===== src/rtl/i2c_txn_scheduler.sv =====
// I2C transaction scheduler: sequences START/address/data/STOP commands for a bit-level I2C core.
// Define I2C_SCHED_REPEAT_START_EN to chain transactions with a repeated START instead of STOP.
module i2c_txn_scheduler #(
  parameter int COUNTWIDTH = 4
) (
  input  logic                  PCLK,
  input  logic                  PRESET,
  input  logic                  cmd_enable,
  input  logic                  cmd_repeat_start,
  input  logic                  cmd_abort,
  input  logic [6:0]            slave_addr,
  input  logic                  rw_bit,
  input  logic [COUNTWIDTH-1:0] byte_count,
  input  logic                  tx_empty,
  input  logic [7:0]            tx_data,
  output logic                  tx_rd_en,
  input  logic                  rx_full,
  output logic [7:0]            rx_wdata,
  output logic                  rx_wr_en,
  output logic [2:0]            core_cmd,
  output logic                  core_cmd_valid,
  input  logic                  core_cmd_ready,
  output logic [7:0]            core_wdata,
  input  logic                  core_done,
  input  logic                  core_nack,
  input  logic [7:0]            core_rdata,
  output logic                  busy,
  output logic                  done,
  output logic                  nack_err
);

  localparam logic [3:0] ST_IDLE  = 4'd0;
  localparam logic [3:0] ST_START = 4'd1;
  localparam logic [3:0] ST_ADDR  = 4'd2;
  localparam logic [3:0] ST_FETCH = 4'd3;
  localparam logic [3:0] ST_LOAD  = 4'd4;
  localparam logic [3:0] ST_WBYTE = 4'd5;
  localparam logic [3:0] ST_RBYTE = 4'd6;
  localparam logic [3:0] ST_PUSH  = 4'd7;
  localparam logic [3:0] ST_STOP  = 4'd8;

  localparam logic [2:0] CMD_START     = 3'd0;
  localparam logic [2:0] CMD_RSTART    = 3'd1;
  localparam logic [2:0] CMD_WRITE     = 3'd2;
  localparam logic [2:0] CMD_READ_ACK  = 3'd3;
  localparam logic [2:0] CMD_READ_NACK = 3'd4;
  localparam logic [2:0] CMD_STOP      = 3'd5;

  logic [3:0]            state_r;
  logic                  en_q_r;
  logic [6:0]            addr_r;
  logic                  rw_r;
  logic [COUNTWIDTH-1:0] cnt_r;
  logic                  abort_r;

  logic       en_rise_s;
  logic       cmd_done_s;
  logic       abort_s;
  logic       last_s;
  logic       chain_s;
  logic [3:0] fin_state_s;
  logic [2:0] fin_cmd_s;

  assign en_rise_s  = cmd_enable & ~en_q_r;
  // Completion only counts once the command has been handed over (valid already dropped).
  assign cmd_done_s = core_done & ~core_cmd_valid;
  assign abort_s    = abort_r | cmd_abort;
  assign last_s     = (cnt_r == COUNTWIDTH'(1));

`ifdef I2C_SCHED_REPEAT_START_EN
  assign chain_s = cmd_repeat_start & cmd_enable;
`else
  logic unused_repeat_s;
  assign unused_repeat_s = cmd_repeat_start;
  assign chain_s         = 1'b0;
`endif

  assign fin_state_s = chain_s ? ST_START : ST_STOP;
  assign fin_cmd_s   = chain_s ? CMD_RSTART : CMD_STOP;

  // Transaction sequencer; every output is a register written here.
  always_ff @(posedge PCLK or posedge PRESET) begin
    if (PRESET) begin
      state_r        <= ST_IDLE;
      en_q_r         <= 1'b0;
      addr_r         <= 7'd0;
      rw_r           <= 1'b0;
      cnt_r          <= {COUNTWIDTH{1'b0}};
      abort_r        <= 1'b0;
      core_cmd       <= 3'd0;
      core_cmd_valid <= 1'b0;
      core_wdata     <= 8'd0;
      tx_rd_en       <= 1'b0;
      rx_wr_en       <= 1'b0;
      rx_wdata       <= 8'd0;
      busy           <= 1'b0;
      done           <= 1'b0;
      nack_err       <= 1'b0;
    end else begin
      en_q_r   <= cmd_enable;
      tx_rd_en <= 1'b0;
      rx_wr_en <= 1'b0;
      done     <= 1'b0;
      if (core_cmd_valid && core_cmd_ready) core_cmd_valid <= 1'b0;
      if (cmd_abort && (state_r != ST_IDLE) && (state_r != ST_STOP)) abort_r <= 1'b1;

      case (state_r)
        ST_IDLE: begin
          if (en_rise_s) begin
            state_r        <= ST_START;
            busy           <= 1'b1;
            nack_err       <= 1'b0;
            abort_r        <= 1'b0;
            core_cmd       <= CMD_START;
            core_cmd_valid <= 1'b1;
            addr_r         <= slave_addr;
            rw_r           <= rw_bit;
            cnt_r          <= byte_count;
          end
        end
        ST_START: begin
          // An abort before the core takes the START leaves the bus untouched.
          if (core_cmd_valid && !core_cmd_ready && cmd_abort) begin
            state_r        <= ST_IDLE;
            busy           <= 1'b0;
            core_cmd_valid <= 1'b0;
            abort_r        <= 1'b0;
          end else if (cmd_done_s) begin
            core_cmd_valid <= 1'b1;
            if (abort_s) begin
              state_r  <= ST_STOP;
              core_cmd <= CMD_STOP;
              abort_r  <= 1'b0;
            end else begin
              state_r    <= ST_ADDR;
              core_cmd   <= CMD_WRITE;
              core_wdata <= {addr_r, rw_r};
            end
          end
        end
        ST_ADDR: begin
          if (cmd_done_s) begin
            if (core_nack || abort_s) begin
              nack_err       <= nack_err | core_nack;
              state_r        <= ST_STOP;
              core_cmd       <= CMD_STOP;
              core_cmd_valid <= 1'b1;
              abort_r        <= 1'b0;
            end else if (cnt_r == {COUNTWIDTH{1'b0}}) begin
              state_r        <= fin_state_s;
              core_cmd       <= fin_cmd_s;
              core_cmd_valid <= 1'b1;
              if (chain_s) begin
                addr_r <= slave_addr;
                rw_r   <= rw_bit;
                cnt_r  <= byte_count;
              end
            end else if (rw_r) begin
              state_r        <= ST_RBYTE;
              core_cmd       <= last_s ? CMD_READ_NACK : CMD_READ_ACK;
              core_cmd_valid <= 1'b1;
            end else begin
              state_r <= ST_FETCH;
            end
          end
        end
        ST_FETCH: begin
          if (abort_s) begin
            state_r        <= ST_STOP;
            core_cmd       <= CMD_STOP;
            core_cmd_valid <= 1'b1;
            abort_r        <= 1'b0;
          end else if (!tx_empty) begin
            tx_rd_en <= 1'b1;
            state_r  <= ST_LOAD;
          end
        end
        ST_LOAD: begin
          // tx_data is only valid the cycle after the pop pulse.
          if (!tx_rd_en) begin
            core_wdata     <= tx_data;
            core_cmd       <= CMD_WRITE;
            core_cmd_valid <= 1'b1;
            state_r        <= ST_WBYTE;
          end
        end
        ST_WBYTE: begin
          if (cmd_done_s) begin
            if (core_nack || abort_s) begin
              nack_err       <= nack_err | core_nack;
              state_r        <= ST_STOP;
              core_cmd       <= CMD_STOP;
              core_cmd_valid <= 1'b1;
              abort_r        <= 1'b0;
            end else if (last_s) begin
              state_r        <= fin_state_s;
              core_cmd       <= fin_cmd_s;
              core_cmd_valid <= 1'b1;
              if (chain_s) begin
                addr_r <= slave_addr;
                rw_r   <= rw_bit;
                cnt_r  <= byte_count;
              end
            end else begin
              cnt_r   <= cnt_r - COUNTWIDTH'(1);
              state_r <= ST_FETCH;
            end
          end
        end
        ST_RBYTE: begin
          if (cmd_done_s) begin
            if (abort_s) begin
              state_r        <= ST_STOP;
              core_cmd       <= CMD_STOP;
              core_cmd_valid <= 1'b1;
              abort_r        <= 1'b0;
            end else begin
              rx_wdata <= core_rdata;
              state_r  <= ST_PUSH;
            end
          end
        end
        ST_PUSH: begin
          if (abort_s) begin
            state_r        <= ST_STOP;
            core_cmd       <= CMD_STOP;
            core_cmd_valid <= 1'b1;
            abort_r        <= 1'b0;
          end else if (!rx_full) begin
            rx_wr_en       <= 1'b1;
            core_cmd_valid <= 1'b1;
            if (last_s) begin
              state_r  <= fin_state_s;
              core_cmd <= fin_cmd_s;
              if (chain_s) begin
                addr_r <= slave_addr;
                rw_r   <= rw_bit;
                cnt_r  <= byte_count;
              end
            end else begin
              cnt_r    <= cnt_r - COUNTWIDTH'(1);
              state_r  <= ST_RBYTE;
              core_cmd <= (cnt_r == COUNTWIDTH'(2)) ? CMD_READ_NACK : CMD_READ_ACK;
            end
          end
        end
        ST_STOP: begin
          if (cmd_done_s) begin
            done    <= 1'b1;
            busy    <= 1'b0;
            abort_r <= 1'b0;
            state_r <= ST_IDLE;
          end
        end
        default: begin
          state_r        <= ST_IDLE;
          busy           <= 1'b0;
          core_cmd_valid <= 1'b0;
        end
      endcase
    end
  end

endmodule


===== config.mk =====
export PLATFORM = sky130hd
export DESIGN_NAME = i2c_txn_scheduler
export DESIGN_NICKNAME = d
export VERILOG_FILES = /design/src/rtl/i2c_txn_scheduler.sv
export SDC_FILE = /design/constraint.sdc
export NUM_CORES = 1
export LEC_CHECK = 0
export CAP_MARGIN = 20
export CORE_ASPECT_RATIO = 0.8
export CORE_MARGIN = 2
export CORE_UTILIZATION = 35
export DETAILED_ROUTE_END_ITERATION = 10
export GPL_ROUTABILITY_DRIVEN = 1
export GPL_TIMING_DRIVEN = 0
export SLEW_MARGIN = 25
export SYNTH_ARGS = -nofsm -noshare
export SYNTH_HDL_FRONTEND = slang
export SYNTH_SLANG_ARGS = --single-unit

===== constraint.sdc =====
create_clock -name PCLK -period 3.3 [get_ports PCLK]
set_clock_uncertainty 0.1 [all_clocks]
set_input_delay 0.66 -clock PCLK [delete_from_list [all_inputs] [get_ports PCLK]]
set_output_delay 0.66 -clock PCLK [all_outputs]
set_load 0.01 [all_outputs]

## Word-level counts from Yosys, hierarchy flattened

Index checks and enable logic that the tools add are counted.

- Add/subtract/negate cells: 1
- $mul: 0
- Divide/modulo/power cells: 0
- Order comparisons: 0
- Equality and inequality tests: 31
- Shift-type cells: 0
- Muxes and demuxes: 95
- Bitwise operators: 8
- Reduce and logical (&&, ||, !) cells: 25

Operators with widths:

| kind | number |
|---|---|
| $mux W4 | 25 |
| $mux W3 | 20 |
| $mux W1 | 38 |
| $pmux W4 S9 | 1 |
| $mux W8 | 4 |
| $ne A2 B2 Y1 const B | 13 |
| $pmux W3 S8 | 1 |
| $eq A4 B3 Y1 const B | 4 |
| $pmux W8 S2 | 1 |
| $eq A4 B2 Y1 const B | 3 |
| $ne A3 B3 Y1 const B | 4 |
| $pmux W4 S3 | 1 |
| $reduce_and A11 Y1 | 1 |
| $pmux W1 S9 | 1 |
| $reduce_and A9 Y1 | 1 |
| $eq A4 B1 Y1 const B | 2 |
| $logic_not A4 Y1 | 2 |
| $ne A4 B4 Y1 const B | 2 |
| $reduce_and A4 Y1 | 2 |
| $reduce_bool A8 Y1 | 1 |
| $pmux W1 S6 | 1 |
| $reduce_and A6 Y1 | 1 |
| $reduce_or A6 Y1 | 1 |
| $logic_and A1 B1 Y1 | 5 |
| other kinds (17) | 25 |

- Bits in registers: 43
- Latch bits: 0
- Memory bits (writable): 0
- Bits in read-only memories: 0
- Input port bits: 38
- Output and inout bits: 25
- Word-level logic and storage cells: 175
- Memories: 0

## Depth between registers and ports, before layout

- Depth in word-level cells: 8
- Gate-level depth with buffers: 8
- Gate-level depth less buffers: 7

## Worst setup path after synthesis

No wires, ideal clock.

- Kind: input to register
- Start: in core_done
- End: reg state_r[2]
- Library setup time: 0.125 ns
- Arrival: 2.071 ns
- Required time: 3.075 ns
- Slack: 1.003 ns
- Stages: 6
- Buffers on the path: 1
- Cell sequence: nor2b_1 clkbuf_1 a211oi_2 a311o_2 nor3_2 mux2_4

- Word-level cells in the longest chain between the ends: 3
- Elaborated cells on any way between the ends: 7
- Those cells by class: 5 x eq/ne; 1 x bitwise; 1 x reduce/logical

Ends and longest elaborated chain:

| item | line | source |
|---|---|---|
| from (decl) | 24 | `input logic core_done,` |
| $and A1 B1 Y1 * | 66 | `assign cmd_done_s = core_done & ~core_cmd_valid;` |
| $ne A3 B3 Y1 (no line) or $ne A2 B2 Y1 (tied branches) | -- |  |
| $reduce_and A9 Y1 (no line) * | -- |  |
| to (signal assigned) | 150 | `state_r <= fin_state_s;` |
| to (signal assigned) | 196 | `state_r <= fin_state_s;` |
| to (signal assigned) | 233 | `state_r <= fin_state_s;` |
| to (decl) | 49 | `logic [3:0] state_r;` |

Mark *: on every way between the ends. The rest lies on a longest branch, timed or not.
A chain may end at the register's enable or synchronous reset.

## Worst setup path in the final report

- Start: in cmd_abort
- End: reg core_cmd[0]

- Word-level cells in the longest chain between the ends: 5
- Elaborated cells on any way between the ends: 19
- Those cells by class: 4 x eq/ne; 11 x mux; 1 x bitwise; 3 x reduce/logical

Ends and longest elaborated chain:

| item | line | source |
|---|---|---|
| from (decl) | 10 | `input logic cmd_abort,` |
| $or A1 B1 Y1 | 67 | `assign abort_s = abort_r \| cmd_abort;` |
| $mux W3 or $logic_or A1 B1 Y1 (tied branches) | 130, 143, 189 |  |
| $mux W3, on equally long branches | 128, 143, 189 |  |
| $mux W3, on equally long branches | 123, 142, 188 |  |
| $pmux W3 S8 | 107 | `case (state_r)` |
| to (signal assigned) | 151 | `core_cmd <= fin_cmd_s;` |
| to (signal assigned) | 160 | `core_cmd <= last_s ? CMD_READ_NACK : CMD_READ_ACK;` |
| to (signal assigned) | 197 | `core_cmd <= fin_cmd_s;` |
| to (decl) | 20 | `output logic [2:0] core_cmd,` |

Parallel ways exist; a longest one is shown, timed or not. The select of a mux whose other input is x is not followed.

==> flow_summary.json <==
{
  "status": "finished clean",
  "grt_usage": 0.185,
  "power_mw": 2.73,
  "cts_root_buf": "clkbuf_8",
  "holdWs_ns": 0.386,
  "period_share": 0.850,
  "path_clk_slew_ns": 0.10,
  "wl_per_cell_um": 16.5,
  "async_reset_ff_frac": 1.00,
  "crit_path_end_kind": "flop",
  "cts_sinks": 43,
  "grt_max_degree": 28,
  "synth_cell_types": 62,
  "htreeDepth": 2,
  "synth_top_family_by_area": "simple AND/OR/NAND/NOR gates",
  "cp_cell_sequence": "clkdlybuf4s50_1, or2_1, buf_2, nor3_1, a32o_1, nor4_4, mux2_1",
  "drt-total-wl_um": 7060,
  "diodes": 0,
  "port_buffers": 61,
  "avgSynthCellArea_um2": 9.36,
  "drive_gt1_frac": 0.120,
  "max_cap_violations": 0,
  "dr_total_vias": 2335,
  "crit_path_start_kind": "input port",
  "critPathSlowestCell": "clkdlybuf4s50_1",
  "cts_tree": "built",
  "synth-main-ff-cell": "dfrtp_1",
  "yosys_warnings": 0,
  "cts_buffers": 5,
  "clockBufferDepth": 2,
  "power_leakage_nw": 1.43,
  "slew_headroom": 0.471,
  "synth_top_area_share": 0.424,
  "arrival_ns": 2.90,
  "hold_buffers": 0,
  "ctsResizeCount": 0,
  "dieArea_um2": 7950,
  "finalSetupTns_ns": 0,
  "die_h_um": 80.2,
  "irDropWorstVdd_mv": 0.347,
  "ys_ff_latch": 43,
  "ys_seq_area_frac": 0.424,
  "max_freq_ghz": 0.356,
  "synth_edf_count": 0,
  "muxShareOfSynthArea": 0.0902,
  "synth_area_leaders": "dfrtp_1 42%, nand2_1 7.0%, mux2i_1 3.6%",
  "fillers": 675,
  "final_cells": 428,
  "synth-simple-area-share": 0.232,
  "drcViolationCount": 0,
  "core_um2": 6960,
  "die_w_um": 99.2,
  "setup_viol": 0,
  "start_util": 0.365,
  "num_rows": 27,
  "crit_fanout": 8,
  "syn-instance-count": 271,
  "fin_ws_ns": 0.494,
  "postCtsSetupBuffers": 0,
  "place_inst": 420,
  "yosys-top-cells-count": "47 x nand2_1, 43 x dfrtp_1, 23 x nor2_1",
  "hp-class": "flop to flop",
  "crit_required_ns": 3.40,
  "ant_nets": 0,
  "avgViaCountPerCell": 5.46,
  "rsz0062_at_grt": "no",
  "worstSetupPathType": "input port to flop",
  "yosysMostFrequentCell": "nand2_1",
  "grt_pass1_wl_um": 11500,
  "final_nets": 381,
  "synthAdderAreaFrac": 0.0148,
  "dpl.hpwl_um": 5290,
  "clk_latency_ns": 0.31,
  "yosysTopAreaCell": "dfrtp_1",
  "ioPinCount": 63,
  "synth_compound_area_frac": 0.188,
  "layout_min_cycle_time_ns": 2.81,
  "drv_slew": 0,
  "overflow": 0,
  "path_buf_inv": 2,
  "first_iter_violations": 173,
  "tightest_slew_ns": 0.783,
  "synth_area_um2": 2540,
  "routabilityCongestion": 0.930,
  "critPathMaxStageDelay_ns": 0.64,
  "synth-xor-area-share": 0.00345,
  "antenna_found_initial": 0,
  "area_growth_pct": 32.9,
  "hold_viol": 0,
  "syn_nets": 312,
  "first_global_vias": 2193,
  "pre_cts_ws_ns": 0.194,
  "critPathTopFamily": "buffers and inverters",
  "first_pass_iters": 4,
  "pwr_density_cell_nw_per_um2": 810
}
[logic make-up (layout without fill, tap and decap cells)]
group                      count (synthesis)  in the layout
AOI/OAI and AO/OA                         66             66
buffers and inverters                     23             93
muxes                                     21             21
and+or+nand+nor                          114            114
xor gates and xnor gates                   1              1
DFF                                       43             43
adders and majority gates                  3              3
[metrics by stage]
step	instance area, µm²	utilization
floorplan	2540	-
global placement	3260	0.468
detailed placement	3280	0.471
CTS	3370	0.485
global route	3370	0.485
finish	3370	0.485
[path summary, 6_finish.rpt]
kind / startpoint / to / slack (ns) / depth (start not counted)
min in group asynchronous: PRESET / rx_wdata[6]$_DFFE_PP0P_ / 0.54 / 2
hold reg to reg: core_wdata[2]$_DFFE_PP0P_ / core_wdata[2]$_DFFE_PP0P_ / 0.39 / 2
setup / recovery: cmd_abort / core_cmd[0]$_DFFE_PP0P_ / 0.49 / 7
setup reg to reg: cnt_r[1]$_DFFE_PP0P_ / core_cmd[0]$_DFFE_PP0P_ / 0.60 / 7
max in group asynchronous: PRESET / core_cmd_valid$_DFF_PP0_ / 2.07 / 3
hold / removal: core_wdata[2]$_DFFE_PP0P_ / core_wdata[2]$_DFFE_PP0P_ / 0.39 / 2
[worst register-to-register path, delay by kind of cell (launching register included)]
kind                     cells  cell delay (ns)
AO/OA/AOI/OAI                1             0.38
adder cells (fa/ha/maj)      1             0.16
buffers and inverters        1             0.10
flip-flops                   1             0.41
multiplexers                 1             0.36
AND/OR/NAND/NOR              3             1.09
[layout make-up]
class,instances,area [µm²],area share
multi-input combinational,205,1340,0.398
sequential,43,1080,0.319
timing repair buffer,62,631,0.187
tap,87,109,0.0323
buffer,16,92.6,0.0275
clock buffer,5,68.8,0.0204
clock inverter,3,26.3,0.00779
inverter,7,26.3,0.00779
[per-layer routing]
layer | GRT usage | routed length (µm)
met1 | 0.280 | 3510
met2 | 0.256 | 2900
met3 | 0.0522 | 590
met4 | 0.0425 | 63
met5 | 0 | 0
[where the power goes]
group | total, mW | internal (mW) | switching, mW
Clock | 0.370 | 0.156 | 0.214
Sequential | 0.864 | 0.718 | 0.146
Combinational | 1.50 | 0.682 | 0.815
[flip-flops by register name (all words and copies together) (netlist names), 3 cells and up]
signal	count
core_wdata	8
rx_wdata	8
addr_r	7
cnt_r	4
state_r	4
core_cmd	3
[cells in the final DEF (no fill, tap or decap), types with 2 or more instances in the layout]
master	count
nor4_1	2
inv_6	2
nand3b_1	2
and2_1	2
nor2_1	23
inv_1	5
mux2_1	3
o21ai_0	18
a211oi_1	2
nor3b_1	3
a211o_1	3
nand2_1	47
mux2_2	8
a21oi_1	12
clkbuf_8	5
clkdlybuf4s50_1	61
a22oi_1	2
a31oi_1	3
nor4b_1	2
o22ai_1	4
mux2i_1	9
nor3_1	6
clkbuf_1	7
a221oi_1	2
buf_2	5
ha_1	3
nand3_1	4
nand2b_1	4
a32o_1	2
buf_6	3
nor2b_1	8
dfrtp_1	43
Note: power is estimated with default switching activity, not from simulation.
